### src/rtl/div_seq.sv
`default_nettype none
// ============================================================================
//  Module   : div_seq
//  Purpose  : Multi-cycle sequencer for the RV32M divide class (DIV, DIVU,
//             REM, REMU) sitting in EX. Stalls the pipeline while a radix-2
//             restoring divider produces one quotient bit per cycle, then
//             presents the result for a single cycle. Divide-by-zero and
//             signed overflow take a one-cycle fast path.
//  Ports    : clk, rst (async, active-high)
//             start_i  - EX holds a valid divide-class instruction
//             op_i     - 00 DIV, 01 DIVU, 10 REM, 11 REMU
//             a_i/b_i  - dividend / divisor
//             flush_i  - EX instruction squashed
//             busy_o   - sequencer not idle
//             stall_o  - freeze IF/ID/EX, bubble into MEM
//             done_o   - result_o valid this cycle (one-cycle pulse)
//             result_o - quotient or remainder
//  Revision : 1.0 - initial release
// ============================================================================
module div_seq #(
  parameter int DATA_W = 32,
  parameter int CNT_W  = 6
) (
  input  logic              clk,
  input  logic              rst,
  input  logic              start_i,
  input  logic [1:0]        op_i,
  input  logic [DATA_W-1:0] a_i,
  input  logic [DATA_W-1:0] b_i,
  input  logic              flush_i,
  output logic              busy_o,
  output logic              stall_o,
  output logic              done_o,
  output logic [DATA_W-1:0] result_o
);

  localparam logic [1:0]        c_st_idle  = 2'd0;
  localparam logic [1:0]        c_st_calc  = 2'd1;
  localparam logic [1:0]        c_st_done  = 2'd2;
  localparam logic [CNT_W-1:0]  c_last_cnt = CNT_W'(DATA_W - 1);
  localparam logic [DATA_W-1:0] c_int_min  = {1'b1, {(DATA_W-1){1'b0}}};

  logic [1:0]        state_q,   state_d;
  logic [CNT_W-1:0]  cnt_q,     cnt_d;
  logic              rem_sel_q, rem_sel_d;   // 1: REM/REMU, 0: DIV/DIVU
  logic              q_neg_q,   q_neg_d;     // negate quotient at the end
  logic              r_neg_q,   r_neg_d;     // remainder follows dividend sign
  logic [DATA_W-1:0] rem_q,     rem_d;
  logic [DATA_W-1:0] quo_q,     quo_d;       // dividend shifts out, quotient shifts in
  logic [DATA_W-1:0] babs_q,    babs_d;
  logic [DATA_W-1:0] result_q,  result_d;

  // Operand preparation for the start cycle
  logic              w_signed, w_a_neg, w_b_neg, w_ovf;
  logic [DATA_W-1:0] w_a_abs, w_b_abs;

  // One restoring iteration
  logic [DATA_W:0]   w_shifted, w_trial;
  logic [DATA_W-1:0] w_rem_step, w_quo_step, w_rem_fix, w_quo_fix;

  always_comb begin
    w_signed = ~op_i[0];
    w_a_neg  = w_signed & a_i[DATA_W-1];
    w_b_neg  = w_signed & b_i[DATA_W-1];
    w_a_abs  = w_a_neg ? (~a_i + 1'b1) : a_i;
    w_b_abs  = w_b_neg ? (~b_i + 1'b1) : b_i;
    w_ovf    = w_signed && (a_i == c_int_min) && (b_i == '1);

    // Partial remainder is always below |b|, so the shifted value fits in
    // DATA_W+1 bits and the trial's top bit is a reliable borrow flag.
    w_shifted  = {rem_q, quo_q[DATA_W-1]};
    w_trial    = w_shifted - {1'b0, babs_q};
    w_rem_step = w_trial[DATA_W] ? w_shifted[DATA_W-1:0] : w_trial[DATA_W-1:0];
    w_quo_step = {quo_q[DATA_W-2:0], ~w_trial[DATA_W]};
    w_quo_fix  = q_neg_q ? (~w_quo_step + 1'b1) : w_quo_step;
    w_rem_fix  = r_neg_q ? (~w_rem_step + 1'b1) : w_rem_step;
  end

  // State register
  always_ff @(posedge clk or posedge rst) begin
    if (rst) begin
      state_q   <= c_st_idle;
      cnt_q     <= '0;
      rem_sel_q <= 1'b0;
      q_neg_q   <= 1'b0;
      r_neg_q   <= 1'b0;
      rem_q     <= '0;
      quo_q     <= '0;
      babs_q    <= '0;
      result_q  <= '0;
    end else begin
      state_q   <= state_d;
      cnt_q     <= cnt_d;
      rem_sel_q <= rem_sel_d;
      q_neg_q   <= q_neg_d;
      r_neg_q   <= r_neg_d;
      rem_q     <= rem_d;
      quo_q     <= quo_d;
      babs_q    <= babs_d;
      result_q  <= result_d;
    end
  end

  // Next-state and datapath
  always_comb begin
    state_d   = state_q;
    cnt_d     = cnt_q;
    rem_sel_d = rem_sel_q;
    q_neg_d   = q_neg_q;
    r_neg_d   = r_neg_q;
    rem_d     = rem_q;
    quo_d     = quo_q;
    babs_d    = babs_q;
    result_d  = result_q;

    case (state_q)
      c_st_idle: begin
        if (start_i && !flush_i) begin
          rem_sel_d = op_i[1];
          q_neg_d   = w_a_neg ^ w_b_neg;
          r_neg_d   = w_a_neg;
          babs_d    = w_b_abs;
          cnt_d     = '0;
          if (b_i == '0) begin
            result_d = op_i[1] ? a_i : '1;
            state_d  = c_st_done;
          end else if (w_ovf) begin
            result_d = op_i[1] ? '0 : c_int_min;
            state_d  = c_st_done;
          end else begin
            rem_d   = '0;
            quo_d   = w_a_abs;
            state_d = c_st_calc;
          end
        end
      end
      c_st_calc: begin
        if (flush_i) begin
          state_d = c_st_idle;
        end else begin
          rem_d = w_rem_step;
          quo_d = w_quo_step;
          cnt_d = cnt_q + 1'b1;
          if (cnt_q == c_last_cnt) begin
            result_d = rem_sel_q ? w_rem_fix : w_quo_fix;
            state_d  = c_st_done;
          end
        end
      end
      c_st_done: begin
        // start_i here is the same instruction leaving EX, so it is ignored
        state_d = c_st_idle;
      end
      default: begin
        state_d = c_st_idle;
      end
    endcase
  end

  // Outputs
  always_comb begin
    busy_o   = (state_q != c_st_idle);
    done_o   = (state_q == c_st_done) && !flush_i;
    result_o = result_q;
    case (state_q)
      c_st_idle: stall_o = start_i && !flush_i;
      c_st_calc: stall_o = !flush_i;
      default:   stall_o = 1'b0;
    endcase
    if (rst) begin
      stall_o = 1'b0;
    end
  end

endmodule
`default_nettype wire

### config.mk
export PLATFORM = sky130hd
export DESIGN_NAME = div_seq
export DESIGN_NICKNAME = d
export VERILOG_FILES = /design/src/rtl/div_seq.sv
export SDC_FILE = /design/constraint.sdc
export NUM_CORES = 1
export LEC_CHECK = 0
export BUFFER_PORTS_ARGS = -buffer_cell sky130_fd_sc_hd__clkbuf_2
export CAP_MARGIN = 20
export CORE_MARGIN = 2
export CORE_UTILIZATION = 59
export CTS_CLUSTER_DIAMETER = 50
export DETAILED_ROUTE_END_ITERATION = 8
export PLACE_DENSITY_LB_ADDON = 0.12
export SETUP_SLACK_MARGIN = 0.2
export SYNTH_ARGS = -nofsm -noshare
export SYNTH_HDL_FRONTEND = slang
export SYNTH_SLANG_ARGS = --single-unit
### constraint.sdc
create_clock -name clk -period 6.3 [get_ports clk]
set_input_delay 0.63 -clock clk [delete_from_list [all_inputs] [get_ports clk]]
set_output_delay 0.63 -clock clk [all_outputs]
set_load 0.03 [all_outputs]
# After elaboration in Yosys (flattened, before gate mapping)

Index checks and enable logic that the tools add are counted.

Word-level logic and storage cells: 85
RAM bits: 0
Bits of input ports: 70
Bits in read-only memories: 0
Output and inout bits: 35
Latch bits: 0
Flip-flop bits (word level): 139
Memories: 0

Muxes and demuxes: 35
Magnitude comparators: 0
Reductions and logical operators: 14
Add/subtract/negate cells: 6
Bitwise gates (word level): 9
Eq/ne operators: 12
Divide/modulo/power cells: 0
Multiply operators: 0
Shift-type cells: 0

Operators by type and width:

| kind                                                                  | number |
|---|---|
| 32-bit two-way mux                                                    | 21 |
| 32-bit one-hot mux with 2 select lines                                | 3 |
| 32-bit by 1-bit adder with 32-bit output, second input constant       | 4 |
| 32-bit NOT                                                            | 4 |
| 32-bit equality test, second input constant                           | 2 |
| 33-bit by 32-bit subtractor with 33-bit output                        | 1 |
| 32-bit zero test                                                      | 1 |
| 6-bit two-way mux                                                     | 2 |
| 6-bit one-hot mux with 2 select lines                                 | 1 |
| 2-bit two-way mux                                                     | 5 |
| 2-bit != test, second input constant                                  | 5 |
| 5-bit AND reduction                                                   | 2 |
| 6-bit by 1-bit adder with 6-bit output, second input constant         | 1 |
| 6-bit by 5-bit equality test with 1-bit output, second input constant | 1 |
| 3-bit != test, second input constant                                  | 2 |
| 1-bit logical AND                                                     | 4 |
| 2-bit one-hot mux with 2 select lines                                 | 1 |
| 2-bit AND reduction                                                   | 2 |
| 2-bit nonzero test                                                    | 2 |
| 3-bit AND reduction                                                   | 1 |
| 1-bit bitwise AND                                                     | 2 |
| 2-bit by 1-bit equality test with 1-bit output, second input constant | 1 |
| 2-bit equality test, second input constant                            | 1 |
| 2-bit zero test                                                       | 1 |
| 5 further kinds                                                       | 6 |

# Longest topological paths before layout

Depth in word-level cells: 9
Depth in mapped cells: 26
Gate-level depth less buffers: 22

# Worst setup path after synthesis

OpenSTA, ideal clock, no wires.

Path type: flip-flop to flip-flop
Start point: reg quo_q[31]
End point: reg result_q[26], in the netlist result_o[26]
Path buffers: 4
Cell stages (with the launch flop): 27
Data required time: 6179 ps
Path slack: 1001 ps
Library setup time: 121 ps
Arrival: 5178 ps
Period minus slack after synthesis: 5299 ps
Path through: dfrtp_1 -> inv_1 -> ha_1 -> inv_1 -> fa_1 -> a211oi_2 -> o211ai_2 -> a211oi_2 -> nor3_1 -> or3_1 -> clkbuf_2 -> and2_4 -> clkinv_4 -> buf_2 -> buf_1 -> clkbuf_1 -> nor2_1 -> a21oi_1 -> ha_1 -> nand3b_1 -> a21oi_1 -> a41oi_1 -> or4_4 -> o41ai_2 -> xor2_1 -> a31oi_1 -> o21ai_1

Cells in the longest elaborated chain, start to end: 9
Elaborated cells on any way between the ends: 13
Classes of those cells: 3 x add/sub; 7 x mux; 3 x bitwise

Ends and longest elaborated chain:

| element                                                            | RTL line | source |
|---|---|---|
| from (decl)                                                        | 49       | `logic [DATA_W-1:0] quo_q, quo_d;` |
| from (signal assigned)                                             | 98       | `quo_q <= quo_d;` |
| 33-bit by 32-bit subtractor with 33-bit output                     | 72       | `w_trial = w_shifted - {1'b0, babs_q};` |
| 32-bit two-way mux / 1-bit NOT (equally long branches)             | 73, 74   |  |
| 32-bit NOT, on equally long branches                               | 76, 75   |  |
| 32-bit by 1-bit adder with 32-bit output, on equally long branches | 76, 75   |  |
| 32-bit two-way mux, on equally long branches                       | 76, 75   |  |
| 32-bit two-way mux (*)                                             | 145      | `result_d = rem_sel_q ? w_rem_fix : w_quo_fix;` |
| 32-bit two-way mux (*)                                             | 144      | `if (cnt_q == c_last_cnt) begin` |
| 32-bit two-way mux (*)                                             | 138      | `if (flush_i) begin` |
| 32-bit one-hot mux with 2 select lines (*)                         | 116      | `case (state_q)` |
| to (signal assigned)                                               | 100      | `result_q <= result_d;` |
| to (decl)                                                          | 51       | `logic [DATA_W-1:0] result_q, result_d;` |

Mark *: on every way between the ends. The rest lies on a longest branch, timed or not. The select of a mux whose other input is x is not followed.
A chain may end at the register's enable or synchronous reset.

# Worst setup path after layout

Same ends and word-level chain as after synthesis.

==> metrics.cfg <==
[run_status]
status=complete, no violations

[sta]
fin_crit_ns=5.37
final-max-slew-violation-count=0
finalCritPeriodShare_pct=85.2
maxSlewHeadroom_pct=35.2
fmax_mhz=186
fin_worst_skew_ns=0.0132
worst_slack_ns=0.930
tightest_slew_ns=0.972
tns_ns=0
hold_viol=0
rsz0062_at_grt=no
setup_viol=0

[placed_design]
place_ws_ns=0.985
gp_congestion=0.960
dp_hpwl_mm=27.2
place_inst=1838
dpl_cell_area_mm2=0.0123
port_buffers=104

[clocking]
numCtsBuffers=17
cts_resized=0
cts_setup_buffers=0
cts_root_buf=clkbuf_16
cts_tree=done
clk_pin_slew_ns=0.07
htree_levels=4
worstSkewPairLatency_ns=0.43
clock-sinks=139
cts_hold_buffers=0
clk_path_buf_depth=2

[routing]
routedWlPerCell_um=19.5
ant_nets=0
via_count=11900
first_iter_violations=1210
drc=0
viasPerCell=6.34
drt_wl_total_mm=36.6
dr.pass1.iters=5

[power_and_ir_drop]
ir_drop_uv=199
leakagePower_uw=0.00552
p_per_area_mw_per_mm2=291

[setup_path]
critPathMaxStageDelay_ns=0.67
crit_required_ns=6.65
critPathSlowestCell=or4_4
critPathCaptureType=flop
path_class=reg2reg
crit_family=compound AO/OA/AOI/OAI gates
cp.arrival_ns=5.73
path_cells=inv_1, ha_1, inv_1, fa_1, a211oi_2, o211ai_2, a211oi_2, nor3_1, or3_1, and2_4, clkinv_4, nor2_1, a21oi_1, ha_1, nand3b_1, a21oi_1, a41oi_1, or4_4, o41ai_2, xor2_1, a31oi_1, o21ai_1
critical_path_buf_inv_count=3
worst-path-max-fanout=42
start_kind=flop

[floorplanning]
die_area_mm2=0.0210
start_util_pct=60.1
io_pins=105
rows=51
die_w_um=145
dieHeight_um=145
core_mm2=0.0195

[grt]
first_global_vias=10900
grt_pass1_wl_mm=58.2
top_usage_layer=met2
grt_util_all_layers_pct=35.7
grt-ovfl-total=0
grtUsageMet1_pct=51.1
met3_usage_pct=5.99
grt_max_degree=97
met2_usage_pct=54.6
grt_antenna_before_repair=0

[synth]
synth-edff-count=0
ys_dominant_reg_cell=dfrtp_1
synth_fa_ha_area_share_pct=4.24
syn-cell-area_mm2=0.0117
ys_warn_count=0
ys_types=76
ys_seq_area_share_pct=29.7
avgSynthCellArea_um2=7.59
syn_inst=1541
synth_top_family_by_area=compound AO/OA/AOI/OAI gates
synth_compound_area_share_pct=25.9
synth-simple-area-share_pct=22.0
muxShareOfSynthArea_pct=2.95
synth_seq_cells=139
async_flop_share_pct=100
synth-xor-area-share_pct=10.2
syn-num-nets=1650

[finish]
num_antenna_cells=0
syn2layout_area_growth_pct=10.5
utilization_pct=66.4
fillCellCount=1743
fin_nets=1703
final_layout_size_suffix_gt1_share_pct=11.3
final_cell_area_mm2=0.0129
instances_no_fill=1872

[flow_run]
maxCapViolCount=0

[min_path]
hold_path.class=in2async

==> area by class of cell <==
cell class                 instances  area, µm²  share of cell area [%]
multi-input combinational       1262       7650                    59.2
clock inverter                    14        160                    1.24
tap                              265        332                    2.57
inverter                          55        216                    1.67
timing repair buffer             119        653                    5.05
sequential                       139       3480                    26.9
clock buffer                      18        439                    3.40
==> cell families (layout without fill, tap and decap cells) <==
| logic type | after synthesis | in the layout |
|---|---|---|
| xor+xnor | 136 | 136 |
| flops | 139 | 139 |
| simple gates | 548 | 548 |
| fa+ha+maj | 39 | 39 |
| compound gates | 505 | 505 |
| buf+inv | 140 | 206 |
| mux | 34 | 34 |
==> power breakdown <==
part           switching (µW)  total [µW]  internal [µW]
combinational             940        1440            504
sequential                191        1270           1080
clock                     442        1040            603
total                    1570        3760           2190
==> through the flow <==
step / power [µW] / hold slack [ns]
after floorplan: 2280 / 0.459
after global placement: 2660 / 0.468
after detailed placement: 2690 / 0.477
after CTS: 3740 / 0.328
after global routing: 3990 / 0.360
final: 3760 / 0.302
==> per-layer routing <==
layer | vias to the layer above | routed length (µm)
li1 | 5652 | -
met1 | 5598 | 16200
met2 | 545 | 16200
met3 | 75 | 2960
met4 | 0 | 1180
met5 | - | 0
==> path summary, 6_finish.rpt <==
kind	from	slack [ns]	depth (start not counted)	to
min	rst	0.30	2	result_o[31]$_DFFE_PP0P_
max	quo_q[31]$_DFFE_PP0P_	0.93	22	result_o[26]$_DFFE_PP0P_
min in group clk	flush_i	0.44	2	state_q[0]$_DFFE_PP0P_
max reg2reg	quo_q[31]$_DFFE_PP0P_	0.93	22	result_o[26]$_DFFE_PP0P_
min reg2reg	result_o[2]$_DFFE_PP0P_	0.49	2	result_o[2]$_DFFE_PP0P_
max in group asynchronous	rst	4.56	3	rem_q[6]$_DFFE_PP0P_
==> state kept, by name, summed over array words and instances (netlist names) <==
| name | count |
|---|---|
| babs_q | 32 |
| cnt_q | 6 |
| q_neg_q | 1 |
| quo_q | 32 |
| r_neg_q | 1 |
| rem_q | 32 |
| rem_sel_q | 1 |
| result_o | 32 |
| state_q | 2 |
==> synth_stat cells (all sizes together), types with 3 or more instances <==
library cell    n  area (µm²)
a21boi          4        30.0
o22ai           8        50.1
o31ai          33         258
a41oi           6        52.6
a221oi          3        38.8
or3            21         136
a221o           4        40.0
nand2b         17         106
nand4          26         163
o21a            9        67.6
nand3b          3        22.5
a311oi          4        35.0
a31oi          25         156
and2           10        65.1
and3            3        18.8
nor4           19         119
buf            29         159
inv            53         199
nand3          25         125
xnor2          65         569
and4            9        78.8
nor2b           6        37.5
or2             3        21.3
o211ai         21         163
or4            15         124
a21oi         150         751
o211a           3        30.0
a211o           3        26.3
xor2           71         622
nor3           29         156
clkbuf         56         213
dfrtp         139        3480
o21ai         187         940
nand2         186         698
mux2i          30         300
mux2            4        45.0
nor3b           5        37.5
a21o           11        82.6
nor2          166         623
o41ai          12         113
ha             38         475
a211oi          7        62.6
==> cells in the final DEF, fill, tap and decap left out, types with 9 or more instances in the layout <==
| master | count |
|---|---|
| o21a_1 | 9 |
| o41ai_1 | 11 |
| o21ai_0 | 178 |
| o31ai_1 | 31 |
| inv_1 | 51 |
| xor2_1 | 71 |
| o211ai_1 | 20 |
| buf_4 | 14 |
| clkbuf_2 | 104 |
| and2_1 | 9 |
| and4_1 | 9 |
| nand4_1 | 26 |
| nand2_1 | 186 |
| nor4_1 | 19 |
| a21o_1 | 10 |
| or3_1 | 20 |
| ha_1 | 38 |
| or4_1 | 12 |
| dfrtp_1 | 139 |
| nor3_1 | 28 |
| mux2i_1 | 30 |
| clkbuf_16 | 17 |
| nand2b_1 | 17 |
| nand3_1 | 25 |
| a21oi_1 | 150 |
| nor2_1 | 166 |
| a31oi_1 | 25 |
| xnor2_1 | 65 |
Note: power is estimated with default switching activity, not from simulation.
